$ cat config.mk
export PLATFORM = sky130hd
export DESIGN_NAME = coil_guard
export DESIGN_NICKNAME = d
export VERILOG_FILES = /design/src/rtl/coil_guard.sv
export SDC_FILE = /design/constraint.sdc
export NUM_CORES = 1
export LEC_CHECK = 0
export ABC_AREA = 1
export CAP_MARGIN = 40
export CORE_ASPECT_RATIO = 1.25
export CORE_MARGIN = 2
export CORE_UTILIZATION = 50
export DETAILED_ROUTE_END_ITERATION = 16
export PLACE_DENSITY = 0.72
export REMOVE_ABC_BUFFERS = 1
export SYNTH_ARGS = -nofsm -noshare
export SYNTH_HDL_FRONTEND = slang
export SYNTH_SLANG_ARGS = --single-unit
$ cat constraint.sdc
create_clock -name clk -period 1.98 [get_ports clk]
set_input_delay 0.396 -clock clk [delete_from_list [all_inputs] [get_ports clk]]
set_output_delay 0.396 -clock clk [all_outputs]
set_load 0.02 [all_outputs]
$ cat src/rtl/coil_guard.sv
// Stepper coil guard: forwards legal phase patterns to the coils,
// drops to PWM holding current when idle, de-energises on timeout or fault.
module coil_guard #(
    parameter logic [31:0] HOLD_CYCLES = 32'd500000,
    parameter logic [31:0] OFF_CYCLES  = 32'd25000000,
    parameter logic [7:0]  PWM_PERIOD  = 8'd100,
    parameter logic [7:0]  PWM_ON      = 8'd30
) (
    input  logic        clk,
    input  logic        rst,
    input  logic [3:0]  step_in,
    input  logic        fault_clr,
    output logic [3:0]  coil_out,
    output logic        fault,
    output logic        hold,
    output logic [15:0] step_count
);

    typedef enum logic [1:0] {
        S_OFF,
        S_ACTIVE,
        S_HOLD,
        S_FAULT
    } state_t;

    localparam logic [31:0] HOLD_MAX = HOLD_CYCLES - 32'd1;
    localparam logic [31:0] IDLE_MAX = OFF_CYCLES - 32'd1;
    localparam logic [7:0]  PWM_LAST = PWM_PERIOD - 8'd1;

    state_t      state_q, state_d;
    logic [3:0]  step_q;
    logic [3:0]  coil_q, coil_d;
    logic [31:0] idle_q, idle_d;
    logic [7:0]  pwm_q, pwm_d;
    logic [15:0] cnt_q, cnt_d;

    logic        chg;
    logic        illegal;
    logic        accept;
    logic [31:0] idle_inc;
    logic [7:0]  pwm_inc;

    assign chg     = (step_in != step_q);
    // Opposite windings of either phase driven together would short the bridge
    assign illegal = (step_in[0] & step_in[2]) | (step_in[1] & step_in[3]);
    assign accept  = chg & ~illegal & (state_q != S_FAULT);

    // Idle counter saturates so a long-parked motor never wraps back to ACTIVE timing
    assign idle_inc = (idle_q == IDLE_MAX) ? idle_q : idle_q + 32'd1;
    assign pwm_inc  = (pwm_q >= PWM_LAST) ? 8'd0 : pwm_q + 8'd1;

    // State register
    always_ff @(posedge clk or posedge rst) begin
        if (rst) begin
            state_q <= S_OFF;
        end else begin
            state_q <= state_d;
        end
    end

    // Next-state decision; illegal input overrides every other event
    always_comb begin
        state_d = state_q;
        unique case (state_q)
            S_OFF: begin
                if (illegal)  state_d = S_FAULT;
                else if (chg) state_d = S_ACTIVE;
            end
            S_ACTIVE: begin
                if (illegal)
                    state_d = S_FAULT;
                else if (!chg && idle_q == HOLD_MAX)
                    state_d = S_HOLD;
            end
            S_HOLD: begin
                if (illegal)
                    state_d = S_FAULT;
                else if (chg)
                    state_d = S_ACTIVE;
                else if (idle_q == IDLE_MAX)
                    state_d = S_OFF;
            end
            S_FAULT: begin
                if (fault_clr && !illegal) state_d = S_OFF;
            end
            default: state_d = S_OFF;
        endcase
    end

    // Next coil drive and counter values for the chosen transition
    always_comb begin
        coil_d = 4'b0000;
        idle_d = idle_q;
        pwm_d  = pwm_q;
        cnt_d  = accept ? cnt_q + 16'd1 : cnt_q;
        unique case (state_q)
            S_OFF: begin
                if (!illegal && chg) begin
                    coil_d = step_in;
                    idle_d = 32'd0;
                    pwm_d  = 8'd0;
                end
            end
            S_ACTIVE: begin
                if (!illegal) begin
                    coil_d = step_in;
                    idle_d = chg ? 32'd0 : idle_inc;
                    if (state_d == S_HOLD) begin
                        pwm_d  = 8'd0;
                        coil_d = (PWM_ON != 8'd0) ? step_in : 4'b0000;
                    end
                end
            end
            S_HOLD: begin
                if (!illegal) begin
                    if (chg) begin
                        coil_d = step_in;
                        idle_d = 32'd0;
                        pwm_d  = 8'd0;
                    end else if (idle_q == IDLE_MAX) begin
                        idle_d = 32'd0;
                        pwm_d  = 8'd0;
                    end else begin
                        idle_d = idle_inc;
                        pwm_d  = pwm_inc;
                        coil_d = (pwm_inc < PWM_ON) ? step_q : 4'b0000;
                    end
                end
            end
            S_FAULT: begin
                if (state_d == S_OFF) begin
                    idle_d = 32'd0;
                    pwm_d  = 8'd0;
                end
            end
            default: begin
                idle_d = 32'd0;
                pwm_d  = 8'd0;
            end
        endcase
    end

    // Datapath registers; reset de-energises the coils without waiting for a clock
    always_ff @(posedge clk or posedge rst) begin
        if (rst) begin
            step_q <= 4'b0000;
            coil_q <= 4'b0000;
            idle_q <= 32'd0;
            pwm_q  <= 8'd0;
            cnt_q  <= 16'd0;
        end else begin
            step_q <= step_in;
            coil_q <= coil_d;
            idle_q <= idle_d;
            pwm_q  <= pwm_d;
            cnt_q  <= cnt_d;
        end
    end

    assign coil_out   = coil_q;
    assign fault      = (state_q == S_FAULT);
    assign hold       = (state_q == S_HOLD);
    assign step_count = cnt_q;

endmodule

After elaboration in Yosys (flattened, before gate mapping)

Cells that the tools add are included.

Output and inout port bits: 22
Register bits: 66
Logic and storage cells: 73

Multiplexer cells: 34
Bitwise operators: 6
Reductions and logical operators: 9
Eq/ne operators: 13
Add/subtract/negate cells: 3
$lt $le $gt $ge: 2

Operators by type and width:

| cell                    | count |
|---|---|
| $mux W32                | 8 |
| $pmux W32 S4            | 1 |
| $mux W8                 | 8 |
| $add A32 B1 Y32 const B | 1 |
| $eq A32 B19 Y1 const B  | 1 |
| $eq A32 B25 Y1 const B  | 1 |
| $pmux W8 S4             | 1 |
| $mux W4                 | 6 |
| $add A16 B1 Y16 const B | 1 |
| $mux W2                 | 8 |
| $pmux W4 S3             | 1 |
| $ne A2 B2 Y1 const B    | 5 |
| $add A8 B1 Y8 const B   | 1 |
| $ge A8 B7 Y1 const B    | 1 |
| $lt A8 B5 Y1 const B    | 1 |
| $pmux W2 S4             | 1 |
| $eq A2 B2 Y1 const B    | 3 |
| $reduce_and A5 Y1       | 1 |
| $and A1 B1 Y1           | 4 |
| $logic_not A2 Y1        | 2 |
| $ne A4 B4 Y1            | 1 |
| $reduce_and A4 Y1       | 1 |
| $logic_and A1 B1 Y1     | 3 |
| $eq A2 B1 Y1 const B    | 1 |
| 4 further kinds         | 5 |

Depth between registers and ports, before layout

Gate-level depths: netlist (run 1).

Word-level depth: 10
Gate-level depth with buffers: 18

Worst setup path before layout (run 1)

Ideal clock, no wire load.

Kind: reg2reg
From: register state_q[0]
To: register idle_q[25]
Setup time: 0.083 ns
Setup slack: -0.167 ns
Cell stages (with the launch flop): 9
Arrival: 2.065 ns
Path through: dfrtp_1 > inv_1 > ha_1 > inv_1 > a21oi_1 > o21ai_1 > clkbuf_1 > nand4_1 > o21ai_0

Elaborated cells on any way between the ends: 20

RTL lines:

| what                               | RTL line | RTL |
|---|---|---|
| from (decl)                        | 30       | `state_t state_q, state_d;` |
| from (signal assigned)             | 57       | `state_q <= state_d;` |
| $eq A2 B2 Y1 (*)                   | n/a      |  |
| net hold                           | 15       | `output logic hold,` |
| $pmux W2 S4                        | 64       | `unique case (state_q)` |
| $logic_not A2 Y1                   | 131      | `if (state_d == S_OFF) begin` |
| $ne A2 B1 Y1 (no source line)      | n/a      |  |
| $reduce_and A4 Y1 (no source line) | n/a      |  |
| to (signal assigned)               | 154      | `idle_q <= idle_d;` |
| to (decl)                          | 33       | `logic [31:0] idle_q, idle_d;` |

Mark *: on every way through the listed nets, which the timed path passes. The rest lies on a longest branch.
A chain may end at the register's enable or synchronous reset.

Worst setup path in the final report (run 1)

From: register state_q[0]
To: register pwm_q[3]

Longest elaborated chain between the ends: 7
Elaborated cells on any way between the ends: 22

Ends and longest elaborated chain:

| what                                                                 | RTL line | RTL |
|---|---|---|
| $mux W2                                                              | 80       | `else if (idle_q == IDLE_MAX)` |
| $mux W2                                                              | 78       | `else if (chg)` |
| $mux W2                                                              | 76       | `if (illegal)` |
| $pmux W2 S4                                                          | 64       |  |
| $eq A2 B2 Y1 / $logic_not A2 Y1 (equally long branches)              | 108, 131 |  |
| $ne A2 B2 Y1 (no source line) / $ne A2 B1 Y1 (equally long branches) | n/a      |  |
| $reduce_and A5 Y1 (no source line)                                   | n/a      |  |
| to (signal assigned)                                                 | 155      | `pwm_q <= pwm_d;` |
| to (decl)                                                            | 34       | `logic [7:0] pwm_q, pwm_d;` |

Several ways; a longest one is shown, not always the timed one.

==> impl_metrics.ini, run 1 <==
[sta]
rsz0062_at_grt = true
period_minus_slack_ns = 2.33
max_slew_margin = 0.721
slew_violations = 0
skew_ns = 0.00706
hold_ws_ns = 0.395
fmax_mhz = 428
fin_setup_tns_ns = -11.04
finalSetupViolCount = 46
hold_viol = 0
worst_pin_slew_ns = 0.415
finalCritPeriodShare = 1.18
setup_slack_ns = -0.354

[yosys]
yosys.area.top_type = dfrtp_1
synth_area_leaders = dfrtp_1, nand2_1, nor2_1, inv_1, nand4_1
synthCells = 690
netlist.area_leader.share = 0.349
async_flop_share = 1.00
synth-seq-cells = 66
synth_edf_count = 0
synth.avg_cell_area_um2 = 6.85
ys_seq_area_frac = 0.349
synth_cell_type_count = 36
synth_ff_type = dfrtp_1
netlist_area_mm2 = 0.00473
ys_warn_count = 0
yosysMostFrequentCell = nand2_1
synth_common_cells = nand2_1, nor2_1, inv_1

[cells_and_area]
multi_input_area_mm2 = 0.00314
antennaDiodeCount = 0
fin_nets = 883
syn2layout_area_growth_pct = 53.1
num-fill-cells = 601
final-seq-area_mm2 = 0.00166
drive_above_1_share = 0.376
stdcell_count = 995

[floorplan]
dieHeight_um = 113
die_area_mm2 = 0.0103
initial_core_util = 0.515
core_mm2 = 0.00917
ioPinCount = 29
die_x_um = 91.0
std_cell_rows = 39

[placement]
place_ws_ns = -0.654
hpwl_mm = 11.4
io_buffers = 28
dpl.cell_count = 943
gp_congestion = 1.02

[critical_path]
cp-start-kind = flip-flop
crit_arrival_ns = 2.56
endpoint_kind = flip-flop
rr_startpoint = state_q[0]
reg2reg_slack_ns = -0.35
path_max_fanout = 9
required_ns = 2.20
r2r-end = pwm_q[3]
path_class = reg2reg
rr_worst_depth = 15

[worst_hold_path]
min-delay-start = step_in[3]
hold_path_class = in2reg
whs_endpoint = step_q[3]
min_path_cells = 1

[clock_tree]
clkSinkCount = 66
clk_pin_slew_worst_paths_ns = 0.06
cts_tree = built
numCtsBuffers = 9
h-tree-depth = 3
holdBufCountCts = 0
root_buffer = clkbuf_16
clk_latency_ns = 0.34
cts_buffer_depth = 2

[global_route]
grt_max_degree = 45
grt_pass1_vias = 5393
grtUsageTotal = 0.321
use_met1 = 0.362
use_met2 = 0.566
overflow = 0
grt_pass1_wl_mm = 25.9
antenna_found_initial = 0
grt_most_used_layer = met2
use_met3 = 0.0513

[routing]
dr.pass1.iters = 5
vias = 5710
totalWireLength_mm = 18.2
drc = 0
vias_per_cell = 5.74
post_drt_wl_per_cell_um = 18.3
drt_iter0_drc = 637
ant_nets = 0

[power_and_ir_drop]
p_switching_uw = 3340
power_density_mw_per_mm2 = 1080
internal_power_uw = 4460
p_clk_frac = 0.227
p_seq_frac = 0.210
p_comb_frac = 0.563
vdd_drop_max_uv = 923
power_leakage_uw = 0.00354
switching_share = 0.428

[flow_run]
drv_cap = 0

[status]
failed_checks = negative setup slack
status = finished, violations left
==> cell usage in the layout (no fill, tap or decap), types with 22 or more instances in the layout <==
cell type          n
nand4_1           36
dfrtp_1           60
nand2_4           24
nand3_1           36
nand2_1          159
nor2_1            67
nand2_2           29
clkdlybuf4s50_1   22
o21ai_2           27
nor3_1            22
inv_1             60
buf_4            135
==> critical path, cell delays in order, from the launching register on <==
cell and delay (ns):
dfrtp_1 0.46, inv_1 0.16, ha_2 0.23, buf_4 0.19, nand3_2 0.11, nand2_1 0.11
nand2_2 0.07, nand2_1 0.09, nand2_1 0.09, nand2_2 0.10, nand2_4 0.08, buf_12 0.13
buf_12 0.11, buf_8 0.12, nand4_1 0.09, nand2_1 0.06
==> registers in the layout, summed over array words and instances, names as in the netlist <==
signal	count
step_count	16
state_q	2
idle_q	32
pwm_q	8
coil_out	4
step_q	4
==> power by group through the flow <==
stage	registers (uW)	logic (uW)	clock network [uW]
floorplan	1740	1280	0
global placement	1630	2660	0
detailed placement	1640	2720	0
CTS	1620	3510	1770
global route	1650	4540	1840
finish	1640	4390	1770
==> how the worst max path moves through the flow <==
| stage | startpoint | slack, ns | to | depth (start not counted) |
|---|---|---|---|---|
| 2_1_floorplan | state_q[0] | -0.74 | idle_q[15] | 8 |
| 3_3_place_gp | step_in[1] | -0.61 | pwm_q[5] | 11 |
| 3_5_place_dp | step_in[1] | -0.65 | pwm_q[4] | 11 |
| 4_1_cts | idle_q[7] | -0.1 | idle_q[27] | 19 |
| 5_1_grt | step_q[1] | -0.43 | pwm_q[3] | 17 |
| 6_report | state_q[0] | -0.35 | pwm_q[3] | 15 |
==> layer usage <==
layer  share of wire  wire (um)  vias to the layer above
met3           0.067       1220                      119
met2            0.50       9140                      320
met5               0          0                        -
met1            0.36       6530                     2676
met4           0.071       1290                        0
li1                -          -                     2595
==> cells by family (layout without fill, tap and decap cells) <==
group | after synthesis | after routing | synth area share
compound gates | 70 | 70 | 0.0887
xor+xnor | 31 | 31 | 0.0574
fa+ha+maj | 9 | 9 | 0.0238
buf+inv | 97 | 279 | 0.0900
flops | 66 | 66 | 0.349
simple gates | 417 | 417 | 0.391
==> per-stage QoR <==
step / utilization / power [uW] / cell area (um2)
final: 0.789 / 7800 / 7240
after global routing: 0.789 / 8030 / 7240
after CTS: 0.732 / 6900 / 6710
after detailed placement: 0.655 / 4360 / 6010
after global placement: 0.655 / 4290 / 6010
after floorplan: - / 3020 / 4600
==> area by class of cell <==
cell class                      instances  share of cell area
Timing Repair inverter                  1             0.00277
Tap cell                              123              0.0213
Inverter                               78              0.0422
Clock buffer                           10              0.0330
Timing Repair Buffer                  184               0.226
Clock inverter                          6              0.0123
Multi-Input combinational cell        527               0.433
Sequential cell                        66               0.229
==> timing repair <==
item                                    CTS  global route
resized for setup                        83            98
endpoints found under the setup margin   50            54
buffers inserted                         15            20
cloned                                    2             2
pin swaps                                16            32
Power figures use the tool's default switching activity.
==> run 2, diff against run 1 <==
- HOLD_SLACK_MARGIN: not set -> 0.12
==> results of run 2 <==
Final layout, timing and power as in run 1 (identical DEF).
==> run 3, diff against run 2 <==
- HOLD_SLACK_MARGIN: 0.12 -> 0.08
==> results of run 3 <==
Final layout, timing and power as in run 1 (identical DEF).
